[src/rtl/moxie_prefetch_wb.sv]
// Wishbone instruction prefetcher for the Moxie fetch stage: issues single-beat
// classic reads ahead of decode and buffers returned words in a small FIFO.
module moxie_prefetch_wb #(
    parameter int unsigned       ADDR_W   = 32,
    parameter int unsigned       DATA_W   = 32,
    parameter int unsigned       DEPTH    = 4,
    parameter logic [ADDR_W-1:0] RESET_PC = 32'h00001000
) (
    input  logic                     clk_i,
    input  logic                     rst_i,
    output logic [ADDR_W-1:0]        wb_adr_o,
    output logic                     wb_cyc_o,
    output logic                     wb_stb_o,
    output logic                     wb_we_o,
    output logic [DATA_W/8-1:0]      wb_sel_o,
    input  logic [DATA_W-1:0]        wb_dat_i,
    input  logic                     wb_ack_i,
    input  logic                     wb_err_i,
    input  logic                     flush_i,
    input  logic [ADDR_W-1:0]        flush_pc_i,
    output logic [DATA_W-1:0]        data_o,
    output logic [ADDR_W-1:0]        pc_o,
    output logic                     err_o,
    output logic                     valid_o,
    input  logic                     ready_i,
    output logic [$clog2(DEPTH):0]   count_o
);

    localparam int unsigned       PTR_W      = $clog2(DEPTH);
    localparam int unsigned       CNT_W      = PTR_W + 1;
    localparam int unsigned       ENT_W      = DATA_W + ADDR_W + 1;
    localparam logic [ADDR_W-1:0] STEP       = ADDR_W'(DATA_W / 8);
    localparam logic [ADDR_W-1:0] ALIGN_MASK = ~(STEP - ADDR_W'(1));
    localparam logic [CNT_W-1:0]  DEPTH_C    = CNT_W'(DEPTH);

    typedef enum logic [1:0] {
        IDLE    = 2'd0,
        REQ     = 2'd1,
        DISCARD = 2'd2,
        HALT    = 2'd3
    } state_t;

    state_t            state_q, state_d;
    logic              stb_q, stb_d;
    logic [ADDR_W-1:0] adr_q, adr_d;
    logic [ADDR_W-1:0] pc_q, pc_d;
    logic [PTR_W-1:0]  rd_ptr_q, rd_ptr_d;
    logic [PTR_W-1:0]  wr_ptr_q, wr_ptr_d;
    logic [CNT_W-1:0]  count_q, count_d;
    logic [ENT_W-1:0]  mem_q [DEPTH];

    logic              push, push_err, pop, valid, term, room;
    logic [ADDR_W-1:0] flush_pc;
    logic [CNT_W-1:0]  after_push;
    logic [ENT_W-1:0]  head;

    assign valid      = (count_q != '0);
    assign pop        = valid && ready_i && !flush_i;
    assign term       = stb_q && (wb_ack_i || wb_err_i);
    assign flush_pc   = flush_pc_i & ALIGN_MASK;
    // Room is judged after this cycle's push and any simultaneous pop.
    assign after_push = count_q + CNT_W'(1) - CNT_W'(pop);
    assign room       = (after_push < DEPTH_C);

    always_comb begin
        state_d  = state_q;
        stb_d    = stb_q;
        adr_d    = adr_q;
        pc_d     = pc_q;
        push     = 1'b0;
        push_err = 1'b0;
        unique case (state_q)
            IDLE: begin
                if (flush_i) begin
                    pc_d    = flush_pc;
                    adr_d   = flush_pc;
                    stb_d   = 1'b1;
                    state_d = REQ;
                end else if (count_q < DEPTH_C) begin
                    adr_d   = pc_q;
                    stb_d   = 1'b1;
                    state_d = REQ;
                end
            end
            REQ: begin
                if (flush_i) begin
                    pc_d = flush_pc;
                    if (term) begin
                        adr_d = flush_pc;
                    end else begin
                        state_d = DISCARD;
                    end
                end else if (wb_err_i) begin
                    push     = 1'b1;
                    push_err = 1'b1;
                    stb_d    = 1'b0;
                    state_d  = HALT;
                end else if (wb_ack_i) begin
                    push  = 1'b1;
                    pc_d  = adr_q + STEP;
                    adr_d = adr_q + STEP;
                    if (!room) begin
                        stb_d   = 1'b0;
                        state_d = IDLE;
                    end
                end
            end
            DISCARD: begin
                // The abandoned cycle must still terminate; its data is dropped.
                if (flush_i) begin
                    pc_d = flush_pc;
                end
                if (term) begin
                    adr_d   = flush_i ? flush_pc : pc_q;
                    state_d = REQ;
                end
            end
            HALT: begin
                if (flush_i) begin
                    pc_d    = flush_pc;
                    adr_d   = flush_pc;
                    stb_d   = 1'b1;
                    state_d = REQ;
                end
            end
            default: state_d = IDLE;
        endcase
    end

    always_comb begin
        rd_ptr_d = rd_ptr_q;
        wr_ptr_d = wr_ptr_q;
        count_d  = count_q;
        if (flush_i) begin
            rd_ptr_d = '0;
            wr_ptr_d = '0;
            count_d  = '0;
        end else begin
            if (push) begin
                wr_ptr_d = wr_ptr_q + PTR_W'(1);
            end
            if (pop) begin
                rd_ptr_d = rd_ptr_q + PTR_W'(1);
            end
            count_d = count_q + CNT_W'(push) - CNT_W'(pop);
        end
    end

    always_ff @(posedge clk_i) begin
        if (!rst_i) begin
            state_q  <= IDLE;
            stb_q    <= 1'b0;
            adr_q    <= RESET_PC;
            pc_q     <= RESET_PC;
            rd_ptr_q <= '0;
            wr_ptr_q <= '0;
            count_q  <= '0;
        end else begin
            state_q  <= state_d;
            stb_q    <= stb_d;
            adr_q    <= adr_d;
            pc_q     <= pc_d;
            rd_ptr_q <= rd_ptr_d;
            wr_ptr_q <= wr_ptr_d;
            count_q  <= count_d;
        end
    end

    always_ff @(posedge clk_i) begin
        if (rst_i && push) begin
            mem_q[wr_ptr_q] <= {push_err, adr_q, wb_dat_i};
        end
    end

    // Storage is not reset; outputs are masked to zero whenever the FIFO is empty.
    assign head     = mem_q[rd_ptr_q];
    assign valid_o  = valid;
    assign data_o   = valid ? head[DATA_W-1:0] : '0;
    assign pc_o     = valid ? head[DATA_W +: ADDR_W] : '0;
    assign err_o    = valid && head[ENT_W-1];
    assign count_o  = count_q;

    assign wb_adr_o = adr_q;
    assign wb_stb_o = stb_q;
    assign wb_cyc_o = stb_q;
    assign wb_we_o  = 1'b0;
    assign wb_sel_o = '1;

endmodule

[config.mk]
export PLATFORM = sky130hd
export DESIGN_NAME = moxie_prefetch_wb
export DESIGN_NICKNAME = d
export VERILOG_FILES = /design/src/rtl/moxie_prefetch_wb.sv
export SDC_FILE = /design/constraint.sdc
export NUM_CORES = 1
export LEC_CHECK = 0
export BUFFER_PORTS_ARGS = -buffer_cell sky130_fd_sc_hd__buf_2
export CAP_MARGIN = 20
export CORE_ASPECT_RATIO = 1.4
export CORE_UTILIZATION = 40
export CTS_CLUSTER_SIZE = 10
export DETAILED_ROUTE_END_ITERATION = 7
export SLEW_MARGIN = 0
export SYNTH_ARGS = -nofsm -noshare
export SYNTH_HDL_FRONTEND = slang
export SYNTH_SLANG_ARGS = --single-unit
[constraint.sdc]
create_clock -name clk_i -period 4.1 [get_ports clk_i]
set_clock_uncertainty 0.2 [all_clocks]
set_input_delay 0.615 -clock clk_i [delete_from_list [all_inputs] [get_ports clk_i]]
set_output_delay 0.615 -clock clk_i [all_outputs]
set_load 0.01 [all_outputs]
* Word level (Yosys, flattened, before mapping)
Memories as Yosys holds them, arrays and structs flattened. A register that Yosys moved wholly into a read port is not among the register bits.
Index checks and enable logic that the tools add are counted.
** Storage, ports and cells
- Flip-flop bits (word level) :: 74
- RAM bits :: 260
- Input bits :: 70
- Output and inout bits :: 108
- Word-level logic and storage cells :: 92
- Memories :: 1
** Memory list
- mem_q :: words 4, width 65, rd ports 1, clocked after Yosys merged registers in 1, wr ports 1, line 50 : logic [ENT_W-1:0] mem_q [DEPTH];
** Operators by class
- Add/subtract/negate cells :: 7
- Order comparisons :: 2
- Equal/unequal tests :: 15
- Mux-type cells :: 43
- Bitwise gates (word level) :: 1
- Reduce and logical (&&, ||, !) cells :: 16
** Operators with widths (count)
- 2-to-1 mux 32 bit :: 12
- one-hot mux 32 bit (4 select lines) :: 1
- one-hot mux 32 bit (2 select lines) :: 1
- adder 32 x 3 -> 32 bit (second input constant) :: 1
- 2-to-1 mux 2 bit :: 11
- != test 3 bit (second input constant) :: 7
- AND reduction 6 bit :: 3
- 2-to-1 mux 1 bit :: 16
- != test 4 bit (second input constant) :: 2
- one-hot mux 2 bit (4 select lines) :: 1
- < comparator 3 bit (second input constant) :: 2
- != test 2 bit (second input constant) :: 3
- nonzero test 3 bit :: 2
- subtractor 3 x 1 -> 3 bit :: 2
- logical AND 1 bit :: 5
- adder 2 x 1 -> 2 bit (second input constant) :: 2
- equality test 2 bit (second input constant) :: 2
- adder 3 x 1 -> 3 bit :: 1
- adder 3 x 1 -> 3 bit (second input constant) :: 1
- one-hot mux 1 bit (3 select lines) :: 1
- OR reduction 3 bit :: 1
- equality test 2 x 1 -> 1 bit (second input constant) :: 1
- logical NOT 2 bit :: 1
- AND reduction 2 bit :: 1
- other kinds (4) :: 4

* Logic depth before layout (Yosys ltp)
- Word-level depth :: 10
- Gate-level depth with buffers :: 12
- Mapped depth without buffers :: 12

* Worst setup path after synthesis
OpenSTA, ideal clock, no wires.
- Path type :: input to register
- Start :: input port flush_i
- End :: memory mem_q[0][0] (netlist bit) (enable)
- Library setup time :: 0.430 ns
- Arrival time :: 2.894 ns
- Data required time :: 3.470 ns
- Path slack :: 0.576 ns
- Stages :: 4
- Path buffers :: 1
- Cells stage by stage :: clkbuf_1 nand2b_1 nor2_1 and3_1
** Between the ends
- Longest elaborated chain between the ends :: 5
** RTL lines
- start: declaration :: line 19 : input logic flush_i,
- 2-to-1 mux 1 bit :: line 86 : if (flush_i) begin
- 2-to-1 mux 1 bit :: line 72 : unique case (state_q)
- logical AND 1 bit :: line 170 : if (rst_i && push) begin
- 2-to-1 mux 1 bit :: line 170
- 2-to-1 mux 1 bit (not written as such) :: line 171 : mem_q[wr_ptr_q] <= {push_err, adr_q, wb_dat_i};
- end: declaration :: line 50
No other way between the ends.

==> results.sh <==
export IMPL_seq_area_um2=9340
export IMPL_pwr_density_cell_nw_per_um2=500
export IMPL_clock_insertion_delay_worst_skew_ns=0.52
export IMPL_synth_edf_count=260
export IMPL_die_area_um2=37600
export IMPL_path_clk_slew_ns=0.06
export IMPL_crit_end="pc_o[13]"
export IMPL_cp_arrival_ns=2.46
export IMPL_maxCapViolations=0
export IMPL_hold_path_class="input port to register"
export IMPL_cts_root_buf="clkbuf_16"
export IMPL_initial_core_util_pct=40.9
export IMPL_grt_pass1_vias=9694
export IMPL_core_area_um2=36000
export IMPL_io_pins=178
export IMPL_switchingPower_mw=2.35
export IMPL_placed_area_um2=16100
export IMPL_drv_slew=0
export IMPL_die_y_um=229
export IMPL_synth_ff_type="edfxtp_1"
export IMPL_ys_warn_count=0
export IMPL_wl_mm=36.9
export IMPL_fin_area_um2=17200
export IMPL_first_pass_iters=5
export IMPL_dieWidth_um=164
export IMPL_cp_max_fo=28
export IMPL_n_fill_cell=3198
export IMPL_nNetsFinal=1291
export IMPL_path_cells="buf_12 > mux4_2 > and2_1 > buf_2"
export IMPL_ys_ff_latch=336
export IMPL_drt_vias_per_instance=5.74
export IMPL_drt_iter0_drc=809
export IMPL_tightest_slew_ns=1.13
export IMPL_cts_buffers=39
export IMPL_antenna_found_initial=0
export IMPL_finalPower_mw=8.61
export IMPL_period_share_pct=79.8
export IMPL_area_delta_synth_final_pct=17.0
export IMPL_num_antenna_cells=0
export IMPL_r2r_end="wb_adr_o[21]"
export IMPL_drc=0
export IMPL_clockPowerShare_pct=35.5
export IMPL_hold_violations=0
export IMPL_rr_worst_depth=5
export IMPL_critPathSlowestCell="dfxtp_4"
export IMPL_p_int_mw=6.27
export IMPL_synthArstFlopShare_pct=0
export IMPL_finalSetupViolCount=0
export IMPL_clk_path_buf_depth=3
export IMPL_multi_input_area_um2=5010
export IMPL_fin_ws_ns=0.827
export IMPL_yosysSeqAreaShare_pct=63.4
export IMPL_cts_tree="done"
export IMPL_grt_use_total_pct=19.8
export IMPL_crit_type="register to primary output"
export IMPL_grt_max_degree=79
export IMPL_vdd_ir_drop_worst_v=0.000268
export IMPL_hold_buffers=0
export IMPL_wire_per_inst_um=21.9
export IMPL_vias=9669
export IMPL_dp_worst_setup_slack_ns=1.07
export IMPL_hpwl_mm=22.8
export IMPL_netlist_area_um2=14700
export IMPL_min_period_ns=3.27
export IMPL_postCtsSetupRepairBufs=0
export IMPL_rows=82
export IMPL_r2r_slack_ns=1.31
export IMPL_setup_tns_ns=0
export IMPL_required_ns=3.28
export IMPL_syn_inst=1049
export IMPL_crit_path_start_kind="register"
export IMPL_ant_nets=0
export IMPL_port_buffer_count=170
export IMPL_postSynthAreaPerCell_um2=14.0
export IMPL_p_seq_share_pct=49.8
export IMPL_rsz0062_at_grt="no"
export IMPL_place_congestion=0.795
export IMPL_power_leakage_nw=6.01
export IMPL_drive_gt1_share_pct=27.2
export IMPL_r2r_start="wb_adr_o[8]"
export IMPL_cts_sinks=336
export IMPL_cp_end_kind="primary output"
export IMPL_grt_ovfl_total=0
export IMPL_synth_cell_types=64
export IMPL_power_frac_comb_pct=14.8
export IMPL_cpPeakStageDelay_ns=0.75
export IMPL_htreeDepth=2
export IMPL_slew_headroom_pct=24.9
export IMPL_post_cts_resized=0
export IMPL_timing_fmax_mhz=305
export IMPL_status="finished, final reports clean"
export IMPL_grt_pass1_wl_mm=56.2
export IMPL_p_sw_share_pct=27.2
-- area by class of cell --
class / count / share of cell area (%)
inverter: 14 / 0.305
clock buffer: 54 / 6.30
timing repair buffer: 197 / 6.70
multi-input combinational: 621 / 29.1
tap: 462 / 3.36
sequential: 336 / 54.2
-- worst min path at each step --
stage | startpoint | endpoint | slack (ns) | depth (start not counted)
2_1_floorplan | pc_q[8] | pc_q[8] | 0.25 | 2
3_3_place_gp | pc_q[8] | pc_q[8] | 0.26 | 2
5_1_grt | wb_dat_i[4] | mem_q[1][4] | 0.1 | 1
6_report | wb_dat_i[4] | mem_q[2][4] | 0.12 | 1
3_5_place_dp | pc_q[12] | pc_q[12] | 0.28 | 2
4_1_cts | wb_dat_i[4] | mem_q[2][4] | 0.08 | 1
-- critical path: cells and delay by family, from the launching register on --
kind                   cells  cell delay [ns]
and+or+nand+nor            1             0.21
DFF                        1             0.75
muxes                      1             0.52
buffers and inverters      2             0.43
-- per-layer routing --
metal / up-vias / wire length [µm] / part of all wire (%) / global-route usage [%]
li1: 4423 / - / - / -
met4: 0 / 902 / 2.4 / 6.97
met5: - / 0 / 0 / 0
met3: 62 / 2120 / 5.8 / 3.11
met2: 350 / 18700 / 51 / 34.1
met1: 4834 / 15100 / 41 / 24.9
-- sequential cells by signal, summed over array words and instances (netlist names), named ones only --
name	count
count_o	3
wb_adr_o	32
wb_cyc_o	1
rd_ptr_q	2
pc_q	32
wr_ptr_q	2
state_q	2
mem_q	260
-- synth_stat cells, types with 5 or more instances --
master | n | share of area [%]
inv_1 | 14 | 0.36
nor2_1 | 40 | 1.0
xnor2_1 | 9 | 0.54
nand4_1 | 18 | 0.77
and4_1 | 7 | 0.42
o211ai_1 | 15 | 0.77
nor3_1 | 19 | 0.65
a22oi_1 | 18 | 0.92
a211oi_1 | 5 | 0.26
or3_1 | 5 | 0.21
nand3_1 | 15 | 0.51
clkbuf_1 | 54 | 1.4
o31a_1 | 5 | 0.30
nand2_1 | 57 | 1.5
dfxtp_1 | 76 | 10
buf_4 | 8 | 0.41
buf_1 | 5 | 0.13
mux4_2 | 65 | 9.9
and3_1 | 9 | 0.38
o221a_2 | 12 | 0.92
nor4_1 | 6 | 0.26
nor2b_1 | 12 | 0.51
and2_1 | 71 | 3.0
nand2b_1 | 10 | 0.43
a21oi_1 | 29 | 0.99
a21boi_0 | 5 | 0.26
edfxtp_1 | 260 | 53
o21ai_0 | 64 | 2.2
a21o_1 | 5 | 0.26
xor2_1 | 5 | 0.30
a31oi_1 | 24 | 1.0
buf_2 | 13 | 0.44
ha_1 | 11 | 0.94
mux2i_1 | 11 | 0.75
-- power by group through the flow --
| stage | clock network (mW) | registers [mW] | logic [mW] |
|---|---|---|---|
| after floorplan | 0 | 4.25 | 0.794 |
| after global placement | 0 | 4.33 | 1.25 |
| after detailed placement | 0 | 4.35 | 1.27 |
| after CTS | 3.15 | 4.28 | 1.27 |
| after global routing | 3.27 | 4.32 | 1.40 |
| final | 3.05 | 4.29 | 1.27 |
-- stage by stage --
| stage | util (%) | cells | hold slack [ns] |
|---|---|---|---|
| 6_report | 47.8 | 1684 | 0.116 |
| 3_5_place_dp | 44.8 | 1630 | 0.279 |
| 4_1_cts | 47.8 | 1684 | 0.0849 |
| 3_3_place_gp | 44.8 | 1630 | 0.257 |
| 2_1_floorplan | - | 1052 | 0.245 |
| 5_1_grt | 47.8 | 1684 | 0.0990 |
-- cells in the final DEF, fill, tap and decap left out, types with 14 or more instances in the layout --
cell / count
nand2_1: 57
and2_1: 71
a21oi_1: 29
clkbuf_16: 41
inv_1: 14
edfxtp_1: 260
dfxtp_1: 74
nand3_1: 15
o21ai_0: 64
nor3_1: 19
nor2_1: 39
buf_2: 170
a22oi_1: 18
mux4_2: 65
o211ai_1: 15
nand4_1: 18
a31oi_1: 24
buf_4: 19
-- cell families (layout without fill, tap and decap cells) --
group / Yosys count / in the layout / share of synthesized area [%]
AOI/OAI and AO/OA: 230 / 230 / 10.7
adders and majority gates: 12 / 12 / 1.07
xor gates and xnor gates: 14 / 14 / 0.833
muxes: 80 / 80 / 11.0
other: 2 / 5 / 0.0510
DFF: 336 / 336 / 63.4
buffers and inverters: 95 / 265 / 2.79
and+or+nand+nor: 280 / 280 / 10.2
Note: power is estimated with default switching activity, not from simulation.
